<file path="src/rtl/regfile_pkg.sv">
// Shared constants, command opcodes and host FSM states for the 4x8 register file.
package regfile_pkg;

  localparam int DATA_W   = 8;
  localparam int ADDR_W   = 2;
  localparam int NUM_REGS = 1 << ADDR_W;

  typedef enum logic [1:0] {
    OP_WRITE = 2'd0,
    OP_READ  = 2'd1,
    OP_DUMP  = 2'd2,
    OP_NOP   = 2'd3
  } op_t;

  typedef enum logic [2:0] {
    IDLE,
    WR,
    RD_ISSUE,
    RD_WAIT,
    RD_CAPTURE,
    RSP
  } state_t;

endpackage

</file>
<file path="src/rtl/rsp_queue.sv">
// Two-entry {reg, data} response FIFO; head entry is always slot 0 so its outputs come straight from flops.
module rsp_queue #(
  parameter int DATA_W = 8,
  parameter int ADDR_W = 2
) (
  input  logic              clk,
  input  logic              reset,
  input  logic              push,
  input  logic              push_pair,
  input  logic              pop,
  input  logic [ADDR_W-1:0] reg_a,
  input  logic [DATA_W-1:0] data_a,
  input  logic [ADDR_W-1:0] reg_b,
  input  logic [DATA_W-1:0] data_b,
  output logic              full,
  output logic              empty,
  output logic [1:0]        count,
  output logic [ADDR_W-1:0] head_reg,
  output logic [DATA_W-1:0] head_data
);

  localparam int ENT_W = ADDR_W + DATA_W;

  logic [1:0][ENT_W-1:0] ent_q, ent_d;
  logic [1:0]            vld_q, vld_d;

  // Pop shifts slot 1 forward first, then new entries fill the lowest free slot.
  // A pair push is only issued into an empty queue.
  always_comb begin
    ent_d = ent_q;
    vld_d = vld_q;
    if (pop && vld_q[0]) begin
      ent_d[0] = ent_q[1];
      vld_d    = {1'b0, vld_q[1]};
    end
    if (push) begin
      if (!vld_d[0]) begin
        ent_d[0] = {reg_a, data_a};
        vld_d[0] = 1'b1;
        if (push_pair) begin
          ent_d[1] = {reg_b, data_b};
          vld_d[1] = 1'b1;
        end
      end else if (!vld_d[1]) begin
        ent_d[1] = {reg_a, data_a};
        vld_d[1] = 1'b1;
      end
    end
  end

  always_ff @(posedge clk) begin
    if (reset) begin
      vld_q <= '0;
      ent_q <= '0;
    end else begin
      vld_q <= vld_d;
      ent_q <= ent_d;
    end
  end

  assign empty = ~vld_q[0];
  assign full  = vld_q[1];
  assign count = {1'b0, vld_q[0]} + {1'b0, vld_q[1]};
  assign {head_reg, head_data} = ent_q[0];

endmodule

</file>
<file path="src/rtl/regfile_host.sv">
// Command-driven host port: turns WRITE/READ/DUMP commands into register file strobes and returns read data.
module regfile_host #(
  parameter int DATA_W = regfile_pkg::DATA_W,
  parameter int ADDR_W = regfile_pkg::ADDR_W
) (
  input  logic              clk,
  input  logic              reset,
  input  logic              cmd_valid,
  output logic              cmd_ready,
  input  logic [1:0]        cmd_op,
  input  logic [ADDR_W-1:0] cmd_reg,
  input  logic [DATA_W-1:0] cmd_data,
  output logic              RegWrite,
  output logic [ADDR_W-1:0] WriteReg,
  output logic [DATA_W-1:0] WriteData,
  output logic [ADDR_W-1:0] ReadReg1,
  output logic [ADDR_W-1:0] ReadReg2,
  input  logic [DATA_W-1:0] ReadData1,
  input  logic [DATA_W-1:0] ReadData2,
  output logic              rsp_valid,
  input  logic              rsp_ready,
  output logic [ADDR_W-1:0] rsp_reg,
  output logic [DATA_W-1:0] rsp_data,
  output logic              busy
);

  import regfile_pkg::*;

  state_t     state;
  logic       dump_q;
  logic       pair_q;
  logic       reg_write_q;
  logic       q_push, q_pop, q_full, q_empty;
  logic [1:0] q_count, q_left;

  // Reset masks the strobe so a write interrupted by reset never lands.
  assign RegWrite  = reg_write_q & ~reset;
  assign rsp_valid = ~q_empty;
  assign q_pop     = rsp_valid & rsp_ready;
  assign q_left    = q_count - {1'b0, q_pop};

  always_comb begin
    q_push = 1'b0;
    if (state == RD_CAPTURE)
      q_push = !q_full && (q_empty || !dump_q);
  end

  rsp_queue #(
    .DATA_W (DATA_W),
    .ADDR_W (ADDR_W)
  ) u_rsp_queue (
    .clk       (clk),
    .reset     (reset),
    .push      (q_push),
    .push_pair (dump_q),
    .pop       (q_pop),
    .reg_a     (ReadReg1),
    .data_a    (ReadData1),
    .reg_b     (ReadReg2),
    .data_b    (ReadData2),
    .full      (q_full),
    .empty     (q_empty),
    .count     (q_count),
    .head_reg  (rsp_reg),
    .head_data (rsp_data)
  );

  always_ff @(posedge clk) begin
    if (reset) begin
      state       <= IDLE;
      reg_write_q <= 1'b0;
      WriteReg    <= '0;
      WriteData   <= '0;
      ReadReg1    <= '0;
      ReadReg2    <= '0;
      cmd_ready   <= 1'b1;
      busy        <= 1'b0;
      dump_q      <= 1'b0;
      pair_q      <= 1'b0;
    end else begin
      case (state)
        IDLE: begin
          if (cmd_valid) begin
            case (op_t'(cmd_op))
              OP_WRITE: begin
                state       <= WR;
                reg_write_q <= 1'b1;
                WriteReg    <= cmd_reg;
                WriteData   <= cmd_data;
                cmd_ready   <= 1'b0;
                busy        <= 1'b1;
              end
              OP_READ: begin
                state     <= RD_ISSUE;
                ReadReg1  <= cmd_reg;
                dump_q    <= 1'b0;
                cmd_ready <= 1'b0;
                busy      <= 1'b1;
              end
              OP_DUMP: begin
                state     <= RD_ISSUE;
                ReadReg1  <= '0;
                ReadReg2  <= ADDR_W'(1);
                dump_q    <= 1'b1;
                pair_q    <= 1'b0;
                cmd_ready <= 1'b0;
                busy      <= 1'b1;
              end
              default: ;
            endcase
          end
        end
        WR: begin
          reg_write_q <= 1'b0;
          state       <= IDLE;
          cmd_ready   <= 1'b1;
          busy        <= 1'b0;
        end
        RD_ISSUE:   state <= RD_WAIT;
        RD_WAIT:    state <= RD_CAPTURE;
        RD_CAPTURE: if (q_push) state <= RSP;
        RSP: begin
          // The second dump pair is issued while the last first-pair response
          // drains; RD_CAPTURE then waits for the queue to empty before pushing.
          if (dump_q && !pair_q) begin
            if (q_left <= 2'd1) begin
              state    <= RD_ISSUE;
              pair_q   <= 1'b1;
              ReadReg1 <= ADDR_W'(2);
              ReadReg2 <= ADDR_W'(3);
            end
          end else if (q_left == 2'd0) begin
            state     <= IDLE;
            cmd_ready <= 1'b1;
            busy      <= 1'b0;
          end
        end
        default: begin
          state       <= IDLE;
          reg_write_q <= 1'b0;
          cmd_ready   <= 1'b1;
          busy        <= 1'b0;
        end
      endcase
    end
  end

endmodule

</file>
<file path="config.mk">
export PLATFORM = sky130hd
export DESIGN_NAME = regfile_host
export DESIGN_NICKNAME = d
export VERILOG_FILES = /design/src/rtl/regfile_pkg.sv /design/src/rtl/rsp_queue.sv /design/src/rtl/regfile_host.sv
export SDC_FILE = /design/constraint.sdc
export NUM_CORES = 1
export LEC_CHECK = 0
export CAP_MARGIN = 20
export CORE_MARGIN = 4
export CORE_UTILIZATION = 45
export DETAILED_ROUTE_END_ITERATION = 12
export PLACE_DENSITY = 0.75
export SYNTH_ARGS = -nofsm -noshare
export SYNTH_HDL_FRONTEND = slang
export SYNTH_SLANG_ARGS = --single-unit
</file>
<file path="constraint.sdc">
create_clock -name clk -period 3.05 [get_ports clk]
set_input_delay 0.61 -clock clk [delete_from_list [all_inputs] [get_ports clk]]
set_output_delay 0.61 -clock clk [all_outputs]
set_load 0.02 [all_outputs]
</file>
Word-level counts from Yosys, hierarchy flattened:

Index checks and enable logic that the tools add are counted.

* $add $sub $neg: 2
* multiply operators: 0
* div/mod/pow operators: 0
* magnitude comparators: 1
* eq/ne operators: 20
* shift operators: 0
* muxes and demuxes: 47
* bitwise logic cells: 6
* reductions and logical operators: 25

Operators with widths (number)
* $mux 10: 6
* $reduce_and 5->1: 4
* $mux 2: 9
* $mux 1: 17
* $ne 2x2->1 const B: 8
* $mux 3: 5
* $pmux 3 s5: 1
* $pmux 2 s2: 3
* $reduce_and 3->1: 4
* $eq 3x2->1 const B: 2
* $eq 3x3->1 const B: 2
* $ne 3x3->1 const B: 2
* $pmux 1 s2: 3
* $pmux 1 s3: 2
* $pmux 3 s2: 1
* $reduce_bool 2->1: 3
* $reduce_or 3->1: 2
* $logic_not 2->1: 2
* $ne 2x1->1 const B: 2
* $not 1->1: 4
* $reduce_or 4->1: 1
* $logic_and 1x1->1: 3
* $logic_not 1->1: 3
* $logic_not 3->1: 1
* 10 further kinds: 11

* bits in registers: 44
* latch bits: 0
* RAM bits: 0
* bits in read-only memories: 0
* bits of input ports: 32
* output and inout port bits: 28
* word-level logic and storage cells: 114
* memories: 0

Depth between registers and ports, before layout:

Gate-level depths: netlist (run 1).

* depth in word-level cells: 6
* gate-level depth with buffers: 10
* depth with buffers taken out: 9

By module:

A second synthesis (run 1) with hierarchy kept.

* cells, all modules: 253
* area total of the unflattened synthesis: 2194.6 um^2

Modules (own cells, without submodules)
* rsp_queue: times used 1, cells an instance 128, area each 1152.4 um^2
* regfile_host: times used 1, cells an instance 125, area each 1042.2 um^2

Worst setup path before layout (run 1):

Ideal clock, no wire load.

* kind: input to register
* start point: input port rsp_ready
* end point: register busy
* setup time: 0.115 ns
* arrival: 2.322 ns
* data required time: 2.935 ns
* setup slack: 0.613 ns
* stages on the path: 9
* path buffers: 1
* cells stage by stage: nand2_1 > inv_1 > clkbuf_1 > ha_1 > inv_1 > ha_1 > o311a_1 > o31a_1 > o21a_1

* word-level cells in the longest chain between the ends: 5

Ends and longest elaborated chain
* start: declaration: RTL line regfile_host.sv:21 `input logic rsp_ready,`
* $and 1x1->1: RTL line regfile_host.sv:39 `assign q_pop = rsp_valid & rsp_ready;`
* $sub 2x1->2: RTL line regfile_host.sv:40 `assign q_left = q_count - {1'b0, q_pop};`
* $logic_not 2->1: RTL line regfile_host.sv:132 `end else if (q_left == 2'd0) begin`
* $ne 2x2->1 (no source line)
* $reduce_and 5->1 (no source line)
* end signal: assignment: RTL line regfile_host.sv:77 `busy <= 1'b0;`
* end signal: assignment: RTL line regfile_host.sv:135 `busy <= 1'b0;`
* end signal: assignment: RTL line regfile_host.sv:142 `busy <= 1'b0;`
* end: declaration: RTL line regfile_host.sv:24 `output logic busy`

No other way between the ends.
A chain may end at the register's enable or synchronous reset.

Worst setup path in the final report (run 1):

* start point: input port reset
* end point: output port RegWrite

* word-level cells in the longest chain between the ends: 2

Ends and longest elaborated chain
* start: declaration: RTL line regfile_host.sv:7 `input logic reset,`
* $not 1->1: RTL line regfile_host.sv:37 `assign RegWrite = reg_write_q & ~reset;`
* $and 1x1->1: RTL line regfile_host.sv:37
* end: declaration: RTL line regfile_host.sv:13 `output logic RegWrite,`

No other way between the ends.

==> metrics.md, run 1 <==
| Metric | Value |
|---|---|
| Root Buffer | `clkbuf_8` |
| Worst setup margin | `approximately 0.56 ns` |
| Syn Nets | `about 290` |
| Seq/Total Area, Yosys | `slightly below 40%` |
| First-pass GRT wire length | `8.27 mm` |
| Final Hold Fails | `0` |
| Grt total ovfl | `0` |
| Drt total wl | `about 5 mm` |
| Die area | `6130 um^2` |
| Reg with most FFs | `u_rsp_queue.ent_q` |
| Area growth from synthesis to layout | `27.8%` |
| Cell count after synthesis | `250` |
| Ys async rst share | `0%` |
| Max transition margin | `approximately 57%` |
| Number of synthesized flops with an enable pin | `0` |
| Pins Over Slew Limit | `0` |
| Sum Neg Setup Slack | `0 ns` |
| Clock Skews | `approximately 0.0028 ns` |
| Initial antenna violation count | `0` |
| Num Clock Sinks | `43` |
| I/O Buffers | `59` |
| Num rows | `25` |
| Tot GR Track Use | `16.6%` |
| Yosys warnings | `0` |
| Final min period | `between 2 and 2.5 ns` |
| Die H | `roughly 78 um` |
| Via count | `roughly 1,900` |
| Critical path fanouts, max | `2` |
| Crit-path cells | `clkdlybuf4s50_1 > nor2b_1 > clkdlybuf4s50_1` |
| Routed vias/inst | `5.28` |
| Antenna cells | `0` |
| Fmax | `around 400 MHz` |
| Register bit total from synthesis | `43` |
| Top FF cell, synth | `dfxtp_1` |
| Fin cells | `roughly 360` |
| Antenna Violating Nets Remaining | `0` |
| Slowest cell delay on critical path | `~0.64 ns` |
| CTS Buffer Depth | `2` |
| Final worst-path cycle share | `between 80% and 90%` |
| CP required | `around 2.4 ns` |
| RSZ-0062 raised after global routing | `no` |
| CP Capture Type | `primary output` |
| DRT Pass-1 Iters | `4` |
| CTS clock-pin slew for the worst setup and hold paths | `approximately 0.070 ns` |
| Total core area | `4750 um^2` |
| Hpwl dp | `around 3.5 mm` |
| Placed Cells | `between 300 and 400` |
| Post-CTS sizing | `0` |
| Netlist cell types | `40` |
| TritonCTS Buffers | `5` |
| Most common cell on crit path | `clkdlybuf4s50_1` |
| Commonest non-fill, non-tap cell in the layout | `clkdlybuf4s50_1` |
| CTS HTree Levels | `2` |
| Worst Hold Class | `flop to flop` |
| Boundary Pins | `60` |
| Syn avg cell area | `8.89 um^2` |
| Most frequent cells in the layout | `59 x clkdlybuf4s50_1, 43 x dfxtp_1, 26 x nand2_1, 24 x nor2_1, 22 x mux2i_1` |
| Worst slack, placed | `approximately 0.34 ns` |
| Run status | `finished clean` |
| GP Congestion | `0.788` |
| Worst-Margin Slew | `0.644 ns` |
| TritonCTS clock tree | `done` |
| P_leak | `1.16 nW` |
| Final Util | `59.7%` |
| Die Wd | `78.3 um` |
| Post-CTS setup buffers | `0` |
| Critical path's slowest cell | `clkdlybuf4s50_1` |
| CP arrival | `about 1.9 ns` |
| Maximum Capacitance Violations | `0` |
| Synthesized cell area | `2220 um^2` |
| Peak supply drop | `around 0.00044 V` |
| DRC violations left | `0` |
| Largest register FFs | `10` |
| Final nets | `between 300 and 400` |
| Kind of critical path | `input port to primary output` |
| Post-CTS Hold Fix Bufs | `0` |
| DR iter-0 viols | `around 140` |
| Final setup vio count | `0` |
| Fillers | `just over 400` |
| Clk Latency, worst-skew pair | `0.29 ns` |
| Wire length per cell | `between 10 and 15 um` |
| Layout cells sized above 1 | `around 5.5%` |
| Vias in the first global route | `approximately 1,800` |
| Power Density | `741 nW/um^2` |
| Initial Util | `between 40% and 50%` |
| Critical path launch point type | `input port` |
| Largest net degree at the start of global routing | `40` |
## kinds of logic after synthesis
family	count (synthesis)	synth area share (%)
AO/OA/AOI/OAI	60	19.9
XOR/XNOR	3	1.18
adder cells (fa/ha/maj)	6	3.38
buffers and inverters	41	10.5
flip-flops	43	38.7
multiplexers	22	9.91
AND/OR/NAND/NOR	75	16.4
## layout make-up
cell class | count | area (um^2) | share of cell area [%]
clock inverter | 1 | 30.0 | 1.06
sequential | 43 | 861 | 30.3
timing repair buffer | 63 | 621 | 21.9
tap | 67 | 83.8 | 2.95
multi-input combinational | 166 | 1130 | 39.7
inverter | 12 | 45.0 | 1.59
clock buffer | 6 | 72.6 | 2.56
## layer usage
| layer | routed length, um | vias to the layer above | share of wire (%) | GRT usage, % |
|---|---|---|---|---|
| met4 | 95 | 0 | 1.9 | 5.77 |
| met3 | 272 | 9 | 5.4 | 4.01 |
| met2 | 2360 | 59 | 47 | 27.1 |
| li1 | - | 965 | - | - |
| met5 | 0 | - | 0 | 0 |
| met1 | 2280 | 857 | 46 | 21.3 |
## synthesized netlist by cell type, types with 4 or more instances
cell type,number,area [um^2]
nand3_1,7,35.0
ha_1,6,75.1
dfxtp_1,43,861
buf_4,12,90.1
clkbuf_1,9,33.8
a311oi_1,20,175
nor2_1,24,90.1
buf_2,4,20.0
nand2_1,26,97.6
nand2b_1,5,31.3
mux2i_1,22,220
buf_6,4,45.0
a21oi_1,18,90.1
inv_1,12,45.0
## critical path: cells and delay by family
family / cells / cell delay (ns)
buffers and inverters: 2 / 1.07
and+or+nand+nor: 1 / 0.20
## path summary, 6_finish.rpt
path,startpoint,end,slack (ns),cells past startpoint
max,reset,RegWrite,0.56,3
min reg2reg,u_rsp_queue.ent_q[10],u_rsp_queue.head_data[0],0.47,2
min,u_rsp_queue.ent_q[10],u_rsp_queue.head_data[0],0.47,2
max reg2reg,u_rsp_queue.vld_q[0],busy,0.98,8
## report_power, final
part / leakage, nW / internal [W] / switching (W) / total (W)
clock network: 0.0513 / 0.000240 / 0.000181 / 0.000420
registers: 0.350 / 0.000676 / 0.000110 / 0.000786
logic: 0.759 / 0.000407 / 0.000490 / 0.000897
total: 1.16 / 0.00132 / 0.000780 / 0.00210
## per-stage QoR
step           hold WS, ns  power, W  instance area [um^2]
3_5_place_dp         0.464   0.00169                  2740
3_3_place_gp         0.463   0.00168                  2740
2_1_floorplan        0.455   0.00149                  2220
5_1_grt              0.493   0.00225                  2840
4_1_cts              0.475   0.00212                  2840
6_report             0.472   0.00210                  2840
Note: power is estimated with default switching activity, not from simulation.
==> run 2: changes to the inputs <==
--- a/config.mk
+++ b/config.mk
@@ -7,7 +7,7 @@
 export LEC_CHECK = 0
 export CAP_MARGIN = 20
 export CORE_MARGIN = 4
-export CORE_UTILIZATION = 45
+export CORE_UTILIZATION = 43
 export DETAILED_ROUTE_END_ITERATION = 12
 export PLACE_DENSITY = 0.75
 export SYNTH_ARGS = -nofsm -noshare
==> constraint.sdc (replaced) <==
create_clock -name clk -period 2.25 [get_ports clk]
set_input_delay 0.45 -clock clk [delete_from_list [all_inputs] [get_ports clk]]
set_output_delay 0.45 -clock clk [all_outputs]
set_load 0.02 [all_outputs]
==> metrics.md, run 2 (synthesized netlist as in run 1, its figures left out) <==
| Metric | Value |
|---|---|
| Run status | `finished clean` |
| Final worst-path cycle share | `95.4%` |
| Largest register FFs | `10 (unchanged)` |
| Area growth from synthesis to layout | `28.9%` |
| Max transition margin | `59.2% (+2.2 points)` |
| Critical path's slowest cell | `clkdlybuf4s50_1` |
| Fmax | `around 470 MHz` |
| Vias in the first global route | `1,821 (+2.3%)` |
| Slowest cell delay on critical path | `0.62 ns (-0.02 ns)` |
| Multi-input logic area | `1130 um^2 (unchanged)` |
| Reg with most FFs | `u_rsp_queue.ent_q` |
| Pins Over Slew Limit | `0 (unchanged)` |
| DRT Pass-1 Iters | `4 (unchanged)` |
| Sum Neg Setup Slack | `0 ns (unchanged)` |
| Worst Hold Class | `flop to flop` |
| Delay-heaviest family, CP | `buffers and inverters` |
| Maximum Capacitance Violations | `0 (unchanged)` |
| Final nets | `334 (+1.5%)` |
| Commonest non-fill, non-tap cell in the layout | `clkdlybuf4s50_1` |
| DRC violations left | `0 (unchanged)` |
| P_leak | `1.18 nW (+2.0%)` |
| RSZ-0062 raised after global routing | `no` |
| GP Congestion | `0.860 (+9.1%)` |
| Most frequent cells in the layout | `58 x clkdlybuf4s50_1, 42 x dfxtp_1, 26 x nand2_1, 24 x nor2_1, 22 x mux2i_1` |
| Kind of critical path | `input port to primary output` |
| Post-CTS sizing | `0 (unchanged)` |
| Root Buffer | `clkbuf_8` |
| Critical path fanouts, max | `2 (unchanged)` |
| Initial antenna violation count | `0 (unchanged)` |
| Clock Skews | `0.00954 ns (+0.00671 ns)` |
| CTS HTree Levels | `2 (unchanged)` |
| CTS clock-pin slew for the worst setup and hold paths | `0.09 ns (+0.02 ns)` |
| Power Density | `976 nW/um^2 (+32%)` |
| Drt total wl | `5.17 mm (+3.3%)` |
| Num Clock Sinks | `43 (unchanged)` |
| Fillers | `443 (+8.6%)` |
| Antenna cells | `0 (unchanged)` |
| Seq. cell area | `862 um^2 (+0.15%)` |
| Routed vias/inst | `5.33 (+1.0%)` |
| Final Util | `59.1% (-0.67 points)` |
| Boundary Pins | `60 (unchanged)` |
| CP required | `1.80 ns (-0.64 ns)` |
| Most common cell on crit path | `clkdlybuf4s50_1` |
| Final min period | `2.15 ns` |
| Worst Setup SP | `reset` |
| DR iter-0 viols | `106 (-22%)` |
| First-pass GRT wire length | `8.26 mm (about the same)` |
| CP arrival | `1.70 ns (-0.18 ns)` |
| Die Wd | `79.9 um (+2.1%)` |
| Post-CTS setup buffers | `0 (unchanged)` |
| CTS Buffer Depth | `2 (unchanged)` |
| Die area | `6380 um^2 (+4.2%)` |
| Wire length per cell | `14.2 um (+1.6%)` |
| Num rows | `25 (unchanged)` |
| TritonCTS Buffers | `5 (unchanged)` |
| I/O Buffers | `59 (unchanged)` |
| Peak supply drop | `0.000528 V (+20%)` |
| Layout cells sized above 1 | `7.74% (+2.2 points)` |
| CP Capture Type | `primary output` |
| Worst setup margin | `0.104 ns (-0.456 ns)` |
| Worst hold start | `u_rsp_queue.ent_q[10]` |
| Tot GR Track Use | `16.4% (-0.15 points)` |
| Worst slack, placed | `-0.246 ns (-0.589 ns)` |
| Crit-path cells | `clkdlybuf4s50_1 > nor2b_1 > clkdlybuf4s50_1` |
| Critical path launch point type | `input port` |
| Final Hold Fails | `0 (unchanged)` |
| Worst-Margin Slew | `0.612 ns (-0.0319 ns)` |
| Initial Util | `45.8% (-0.90 points)` |
| Clk Latency, worst-skew pair | `0.30 ns (about the same)` |
| Antenna Violating Nets Remaining | `0 (unchanged)` |
| Post-CTS Hold Fix Bufs | `0 (unchanged)` |
| WP buf/inv | `2 (unchanged)` |
| TritonCTS clock tree | `done` |
| Hpwl dp | `3.66 mm (+4.0%)` |
| Final setup vio count | `0 (unchanged)` |
| Worst R2R Start | `u_rsp_queue.vld_q[0]` |
| Die H | `79.9 um (+2.1%)` |
| Largest net degree at the start of global routing | `40 (unchanged)` |
| Total core area | `4850 um^2 (+2.0%)` |
| Via count | `1,941 (+2.7%)` |
| Grt total ovfl | `0 (unchanged)` |
-- run 2: stage by stage --
stage	total power (W)	hold WS [ns]	instance area [um^2]	cells
after floorplan	0.00202	0.455	2220	250
after global placement	0.00230	0.463	2780	356
after CTS	0.00281	0.471	2860	364
after global routing	0.00298	0.499	2860	364
after detailed placement	0.00232	0.468	2780	356
final	0.00279	0.468	2860	364
-- run 2: path summary, 6_finish.rpt --
check	endpoint	slack (ns)	depth (start not counted)
setup reg to reg	busy	0.27	8
hold / removal	u_rsp_queue.head_data[0]	0.47	2
setup / recovery	RegWrite	0.10	3
hold reg to reg	u_rsp_queue.head_data[0]	0.47	2
-- run 2: layout make-up --
class / count / area share (%)
clock buffers: 6 / 2.53
well taps: 67 / 2.93
clock inverters: 2 / 0.437
repair buffers: 68 / 23.1
flip-flops and latches: 43 / 30.1
multi-input cells: 166 / 39.4
inverters: 12 / 1.57
-- run 2: power breakdown --
part	total [W]	leakage [nW]	internal (W)	switching, W
clock	0.000492	0.0412	0.000217	0.000274
combinational	0.00123	0.791	0.000568	0.000665
sequential	0.00107	0.350	0.000917	0.000151
-- run 2: metal layers --
layer,up-vias,GRT usage (%),share of wire (%)
met4,0,8.11,1.5
met2,64,25.0,44
li1,978,-,-
met1,891,20.0,45
met5,-,0,0
met3,8,6.55,8.8
-- run 2: tightest hold or removal path, stage by stage (launching register included) --
cell	delay [ns]
dfxtp_1	0.31
nand2_1	0.05
a311oi_1	0.07
